`config.mk`:
```
export PLATFORM = sky130hd
export DESIGN_NAME = mc_control_fsm
export DESIGN_NICKNAME = d
export VERILOG_FILES = /design/src/rtl/mc_control_fsm.sv
export SDC_FILE = /design/constraint.sdc
export NUM_CORES = 1
export LEC_CHECK = 0
export BUFFER_PORTS_ARGS = -buffer_cell sky130_fd_sc_hd__buf_4
export CAP_MARGIN = 20
export CORE_MARGIN = 2
export CORE_UTILIZATION = 40
export DETAILED_ROUTE_END_ITERATION = 12
export GPL_ROUTABILITY_DRIVEN = 0
export PLACE_DENSITY_LB_ADDON = 0.2
export SKIP_LAST_GASP = 1
export SLEW_MARGIN = 20
export SYNTH_ARGS = -nofsm -noshare
export SYNTH_HDL_FRONTEND = slang
export SYNTH_SLANG_ARGS = --single-unit
```
`constraint.sdc`:
```
create_clock -name clk -period 2.2 [get_ports clk]
set_clock_uncertainty 0.1 [all_clocks]
set_input_delay 0.66 -clock clk [delete_from_list [all_inputs] [get_ports clk]]
set_output_delay 0.66 -clock clk [all_outputs]
set_load 0.1 [all_outputs]
```
`src/rtl/mc_control_fsm.sv`:
```
// Multi-cycle RV32 control FSM: sequences fetch/decode/execute/memory/write-back
// and drives datapath strobes, with a memory-wait watchdog that traps.
module mc_control_fsm #(
    parameter int TIMEOUT_CYCLES = 255
) (
    input  logic        clk,
    input  logic        rst,
    input  logic [31:0] instr,
    input  logic        mem_ready,
    input  logic        branch_cond,
    output logic        mem_req,
    output logic        mem_we,
    output logic        ir_we,
    output logic        pc_we,
    output logic        pc_sel,
    output logic        reg_we,
    output logic [1:0]  wb_sel,
    output logic        alu_a_sel,
    output logic        alu_b_sel,
    output logic        illegal,
    output logic [2:0]  state_o
);

    localparam logic [2:0] ST_FETCH  = 3'd0;
    localparam logic [2:0] ST_DECODE = 3'd1;
    localparam logic [2:0] ST_EXEC   = 3'd2;
    localparam logic [2:0] ST_MEM    = 3'd3;
    localparam logic [2:0] ST_WB     = 3'd4;
    localparam logic [2:0] ST_TRAP   = 3'd5;

    localparam logic [6:0] OP_RTYPE  = 7'h33;
    localparam logic [6:0] OP_LOAD   = 7'h03;
    localparam logic [6:0] OP_IMM    = 7'h13;
    localparam logic [6:0] OP_JALR   = 7'h67;
    localparam logic [6:0] OP_STORE  = 7'h23;
    localparam logic [6:0] OP_BRANCH = 7'h63;
    localparam logic [6:0] OP_LUI    = 7'h37;
    localparam logic [6:0] OP_AUIPC  = 7'h17;
    localparam logic [6:0] OP_JAL    = 7'h6F;

    localparam logic [1:0] WB_ALU  = 2'd0;
    localparam logic [1:0] WB_LOAD = 2'd1;
    localparam logic [1:0] WB_LINK = 2'd2;

    localparam int CNT_W = (TIMEOUT_CYCLES < 1) ? 1 : $clog2(TIMEOUT_CYCLES + 1);
    localparam logic [CNT_W-1:0] CNT_LAST = CNT_W'(TIMEOUT_CYCLES - 1);

    logic [2:0]       state;
    logic [2:0]       state_next;
    logic [6:0]       opcode_q;
    logic [CNT_W-1:0] wait_cnt;
    logic             illegal_q;

    logic is_rtype, is_load, is_store, is_branch;
    logic is_jal, is_jalr, is_auipc;
    logic mem_phase;
    logic mem_wait;
    logic timed_out;

    // Only the opcode field is used here; the rest feeds the datapath.
    logic unused_instr;
    assign unused_instr = ^instr[31:7];

    function automatic logic opcode_legal(input logic [6:0] op);
        case (op)
            OP_RTYPE, OP_LOAD, OP_IMM, OP_JALR, OP_STORE,
            OP_BRANCH, OP_LUI, OP_AUIPC, OP_JAL: return 1'b1;
            default:                             return 1'b0;
        endcase
    endfunction

    assign is_rtype  = (opcode_q == OP_RTYPE);
    assign is_load   = (opcode_q == OP_LOAD);
    assign is_store  = (opcode_q == OP_STORE);
    assign is_branch = (opcode_q == OP_BRANCH);
    assign is_jal    = (opcode_q == OP_JAL);
    assign is_jalr   = (opcode_q == OP_JALR);
    assign is_auipc  = (opcode_q == OP_AUIPC);

    assign mem_phase = (state == ST_FETCH) || (state == ST_MEM);
    assign mem_wait  = mem_phase && !mem_ready;
    assign timed_out = (wait_cnt == CNT_LAST);

    // NOTE: every signal assigned in an always_comb gets a default first, so no path can infer a latch.
    always_comb begin
        state_next = state;
        case (state)
            ST_FETCH: begin
                if (mem_ready)      state_next = ST_DECODE;
                else if (timed_out) state_next = ST_TRAP;
            end
            ST_DECODE: state_next = opcode_legal(instr[6:0]) ? ST_EXEC : ST_TRAP;
            ST_EXEC: begin
                if (is_load || is_store) state_next = ST_MEM;
                else if (is_branch)      state_next = ST_FETCH;
                else                     state_next = ST_WB;
            end
            ST_MEM: begin
                if (mem_ready)      state_next = is_load ? ST_WB : ST_FETCH;
                else if (timed_out) state_next = ST_TRAP;
            end
            ST_WB:   state_next = ST_FETCH;
            ST_TRAP: state_next = ST_TRAP;
            default: state_next = ST_TRAP;
        endcase
    end

    // NOTE: sequential state uses non-blocking assignments so all registers update from pre-edge values.
    always_ff @(posedge clk) begin
        if (rst) begin
            state     <= ST_FETCH;
            opcode_q  <= '0;
            wait_cnt  <= '0;
            illegal_q <= 1'b0;
        end else begin
            state <= state_next;
            if (state == ST_DECODE) opcode_q <= instr[6:0];
            // Any state change restarts the count, covering entry to FETCH and MEM.
            if (state_next != state) wait_cnt <= '0;
            else if (mem_wait)       wait_cnt <= wait_cnt + 1'b1;
            if (state_next == ST_TRAP) illegal_q <= 1'b1;
        end
    end

    always_comb begin
        mem_req   = 1'b0;
        mem_we    = 1'b0;
        ir_we     = 1'b0;
        pc_we     = 1'b0;
        pc_sel    = 1'b0;
        reg_we    = 1'b0;
        wb_sel    = WB_ALU;
        alu_a_sel = 1'b0;
        alu_b_sel = 1'b0;
        if (!rst) begin
            case (state)
                ST_FETCH: begin
                    mem_req = 1'b1;
                    if (mem_ready) begin
                        ir_we = 1'b1;
                        pc_we = 1'b1;
                    end
                end
                ST_EXEC: begin
                    alu_a_sel = is_branch || is_jal || is_auipc;
                    alu_b_sel = !is_rtype;
                    if (is_branch) begin
                        pc_we  = branch_cond;
                        pc_sel = branch_cond;
                    end
                end
                ST_MEM: begin
                    mem_req = 1'b1;
                    mem_we  = is_store;
                end
                ST_WB: begin
                    reg_we = 1'b1;
                    if (is_load) begin
                        wb_sel = WB_LOAD;
                    end else if (is_jal || is_jalr) begin
                        wb_sel = WB_LINK;
                        pc_we  = 1'b1;
                        pc_sel = 1'b1;
                    end
                end
                default: ;
            endcase
        end
    end

    // Reset blanks the debug view and the trap flag before the registers clear.
    assign illegal = illegal_q && !rst;
    assign state_o = rst ? 3'd0 : state;

endmodule

```
==> reports/metrics.cfg <==
[global_routing]
overflow = 0
grt_usage_pct = 20.09
antenna_found_initial = 0
grt_pass1_wl_um = 5492
grt_start_max_net_pins = 16
grt_pass1_vias = 1227

[sta]
setup_ws_ns = -0.3660
slew_violations = 0
hold_viol_final = 0
max_freq_mhz = 389.7
rsz0062_at_grt = true
fin_crit_ns = 2.566
slew_headroom_pct = 72.55
final.setup.tns_ns = -1.309
tightest_slew_ns = 0.4013
setup_violations = 7
hold_ws_ns = 0.4061
fin_crit_sh_pct = 116.6

[cells_and_area]
multi_input_area_um2 = 1021
syn2layout_area_growth_pct = 69.46
post-route-util_pct = 70.17
layout-drive-gt1-share_pct = 50.00
n_fill_cell = 223
diodes = 0
seq_area_um2 = 396.6
final_nets = 251
final_cell_count_no_fill = 256
finalInstanceArea_um2 = 2125

[synth]
synth-async-reset-ratio_pct = 0
synth-edff-count = 0
synth-seq-area-share_pct = 30.34
yosys_warnings = 0
synthFlopType = dfxtp_1
yosys_register_bits = 19
syn_avg_cell_area_um2 = 7.985
synth_area_um2 = 1254
synth.distinct_cells = 49
synth_cells = 157
synth_nets = 195

[placement]
placed_cells = 246
dp_hpwl_um = 2542
io_buffers = 24
pre_cts_ws_ns = -0.3100
post_dp_cell_area_um2 = 1790

[floorplan]
core_um2 = 3028
io_pins = 50
row_count = 20
initial_core_util_pct = 41.40
die_y_um = 59.99
dieArea_um2 = 3598
die_x_um = 59.99

[route]
vias = 1375
first_pass_iters = 5
first_iter_violations = 41
via_per_inst = 5.371
routedWlPerCell_um = 14.19
ant_nets = 0
drt-total-wl_um = 3632
drc = 0

[clocking]
ctsHtreeMaxLevel = 1
cts_hold_buf = 0
clk_path_buf_depth = 2
cts_tree = done
clockRootBuffer = clkbuf_4
cts_inserted_buffers = 3
cts.sinks = 19
clk_transition_reported_paths_ns = 0.11
clk_latency_ns = 0.30

[power]
power.switching_mw = 0.7253
powerDensity_nw_per_um2 = 766.4
p_clk_share_pct = 11.0
comb_power_share_pct = 62.3
p_int_mw = 0.9029
leakagePower_nw = 0.8740
irDropWorstVdd_v = 0.0005506
seqPwrFrac_pct = 26.6
switching_share_pct = 44.55
total_power_mw = 1.628

[critical_path]
cp_data_arrival_time_ns = 1.81
ff2ff_setup_slack_ns = 0.27
cp_max_fo = 4
r2r_start = state[0]
startpoint = state[1]
required_ns = 1.44
critPathKind = reg -> out
path_cells = nor2b_4, a32oi_1, or4_4, a21boi_4, buf_12
crit_buf_inv = 1
cp_top_family = simple AND/OR/NAND/NOR gates
crit_path_max_incr_delay_ns = 0.47
slowest_stage = or4_4
cp-end-kind = output pin
crit_path_start_kind = flop

[run]
maxCapViolCount = 0

[outcome]
violations = setup timing
status = complete, but fails checks

[worst_hold_path]
hold_class = reg -> reg
min_from = wait_cnt[5]

[power by group through the flow]
stage	Sequential, mW	Clock [mW]	Combinational [mW]
6_report	0.434	0.179	1.02
5_1_grt	0.439	0.193	1.08
4_1_cts	0.429	0.185	0.957
3_5_place_dp	0.428	0	0.822
3_3_place_gp	0.426	0	0.809
2_1_floorplan	0.432	0	0.598
[synth_stat cells, drive strengths merged (2+ instances only)]
cell / instances / area, um2
clkbuf: 6 / 22.52
and2: 2 / 12.51
o21ai: 5 / 36.29
a2111oi: 2 / 17.52
nor3: 14 / 86.34
inv: 4 / 15.01
nor2: 22 / 82.58
nor2b: 8 / 50.05
buf: 4 / 27.52
nor4: 3 / 18.77
or3: 3 / 18.77
dfxtp: 19 / 380.4
xor2: 5 / 51.30
nand4: 3 / 18.77
a21boi: 2 / 15.01
ha: 2 / 25.02
nand3: 3 / 20.02
nand2: 14 / 52.55
mux2i: 8 / 80.08
a221oi: 2 / 17.52
a21oi: 3 / 15.01
a211oi: 3 / 22.52
and4: 2 / 17.52
[worst reg2reg max path, stage by stage, from the launching register on]
cell,delay [ns]
dfxtp_2,0.36
buf_6,0.12
buf_12,0.11
buf_4,0.17
and4b_1,0.22
a221oi_2,0.27
o22a_1,0.21
o21ai_4,0.10
nor3_1,0.20
[per-layer routing]
layer	track usage [%]	part of all wire, %	routed length, um
met1	25.26	42	1537
met2	34.32	53	1918
met3	2.381	3.3	119
met4	8.571	1.5	56
met5	0	0	0
[repair_timing]
item	CTS	global route
pin swaps	7	9
hold endpoints to repair	0	0
endpoints found under the setup margin	11	13
gates cloned	0	0
gates resized for setup	47	16
setup buffers	6	4
[final cells by class]
| type | count | area share (%) |
|---|---|---|
| flip-flops and latches | 19 | 18.67 |
| clock buffers | 3 | 1.060 |
| well taps | 44 | 2.591 |
| multi-input cells | 124 | 48.06 |
| repair buffers | 61 | 28.68 |
| inverters | 4 | 0.7067 |
| clock inverters | 1 | 0.2356 |
[cells in the final DEF, fill, tap and decap left out, types with 2 or more instances in the layout]
| master | synthesis | layout |
|---|---|---|
| nand2_1 | 14 | 11 |
| a21oi_1 | 3 | 2 |
| nand2_4 | 0 | 2 |
| a2111oi_0 | 2 | 2 |
| nor2_4 | 0 | 4 |
| buf_4 | 1 | 44 |
| buf_6 | 1 | 7 |
| ha_1 | 2 | 2 |
| xor2_1 | 4 | 4 |
| nand4_1 | 3 | 3 |
| mux2i_1 | 8 | 8 |
| nand3_1 | 2 | 2 |
| nor2_1 | 22 | 18 |
| nor2b_4 | 0 | 3 |
| o21ai_0 | 4 | 4 |
| a211oi_1 | 3 | 2 |
| nor4_1 | 3 | 3 |
| dfxtp_1 | 19 | 12 |
| clkbuf_4 | 0 | 3 |
| nor3_1 | 12 | 8 |
| dfxtp_4 | 0 | 3 |
| dfxtp_2 | 0 | 4 |
| or3_1 | 3 | 3 |
| nor2b_1 | 8 | 2 |
| nor2b_2 | 0 | 3 |
| inv_1 | 4 | 4 |
| buf_12 | 0 | 10 |
| nor3_4 | 1 | 6 |
[path summary, 6_finish.rpt]
path	endpoint	cells after the start
hold reg to reg	wait_cnt[5]	2
setup / recovery	pc_we	5
setup reg to reg	wait_cnt[3]	8
hold / removal	wait_cnt[5]	2
[cell families after synthesis]
kind of cell	count (synthesis)	share of synthesized area, %
DFF	19	30.34
muxes	8	6.387
AOI/OAI and AO/OA	28	17.47
buffers and inverters	14	5.189
adders and majority gates	2	1.996
and+or+nand+nor	80	33.83
xor gates and xnor gates	6	4.791
[state kept, by name, summed over array words and instances (netlist names)]
name,flops
opcode_q,7
illegal_q,1
wait_cnt,8
state,3
Note: power is estimated with default switching activity, not from simulation.
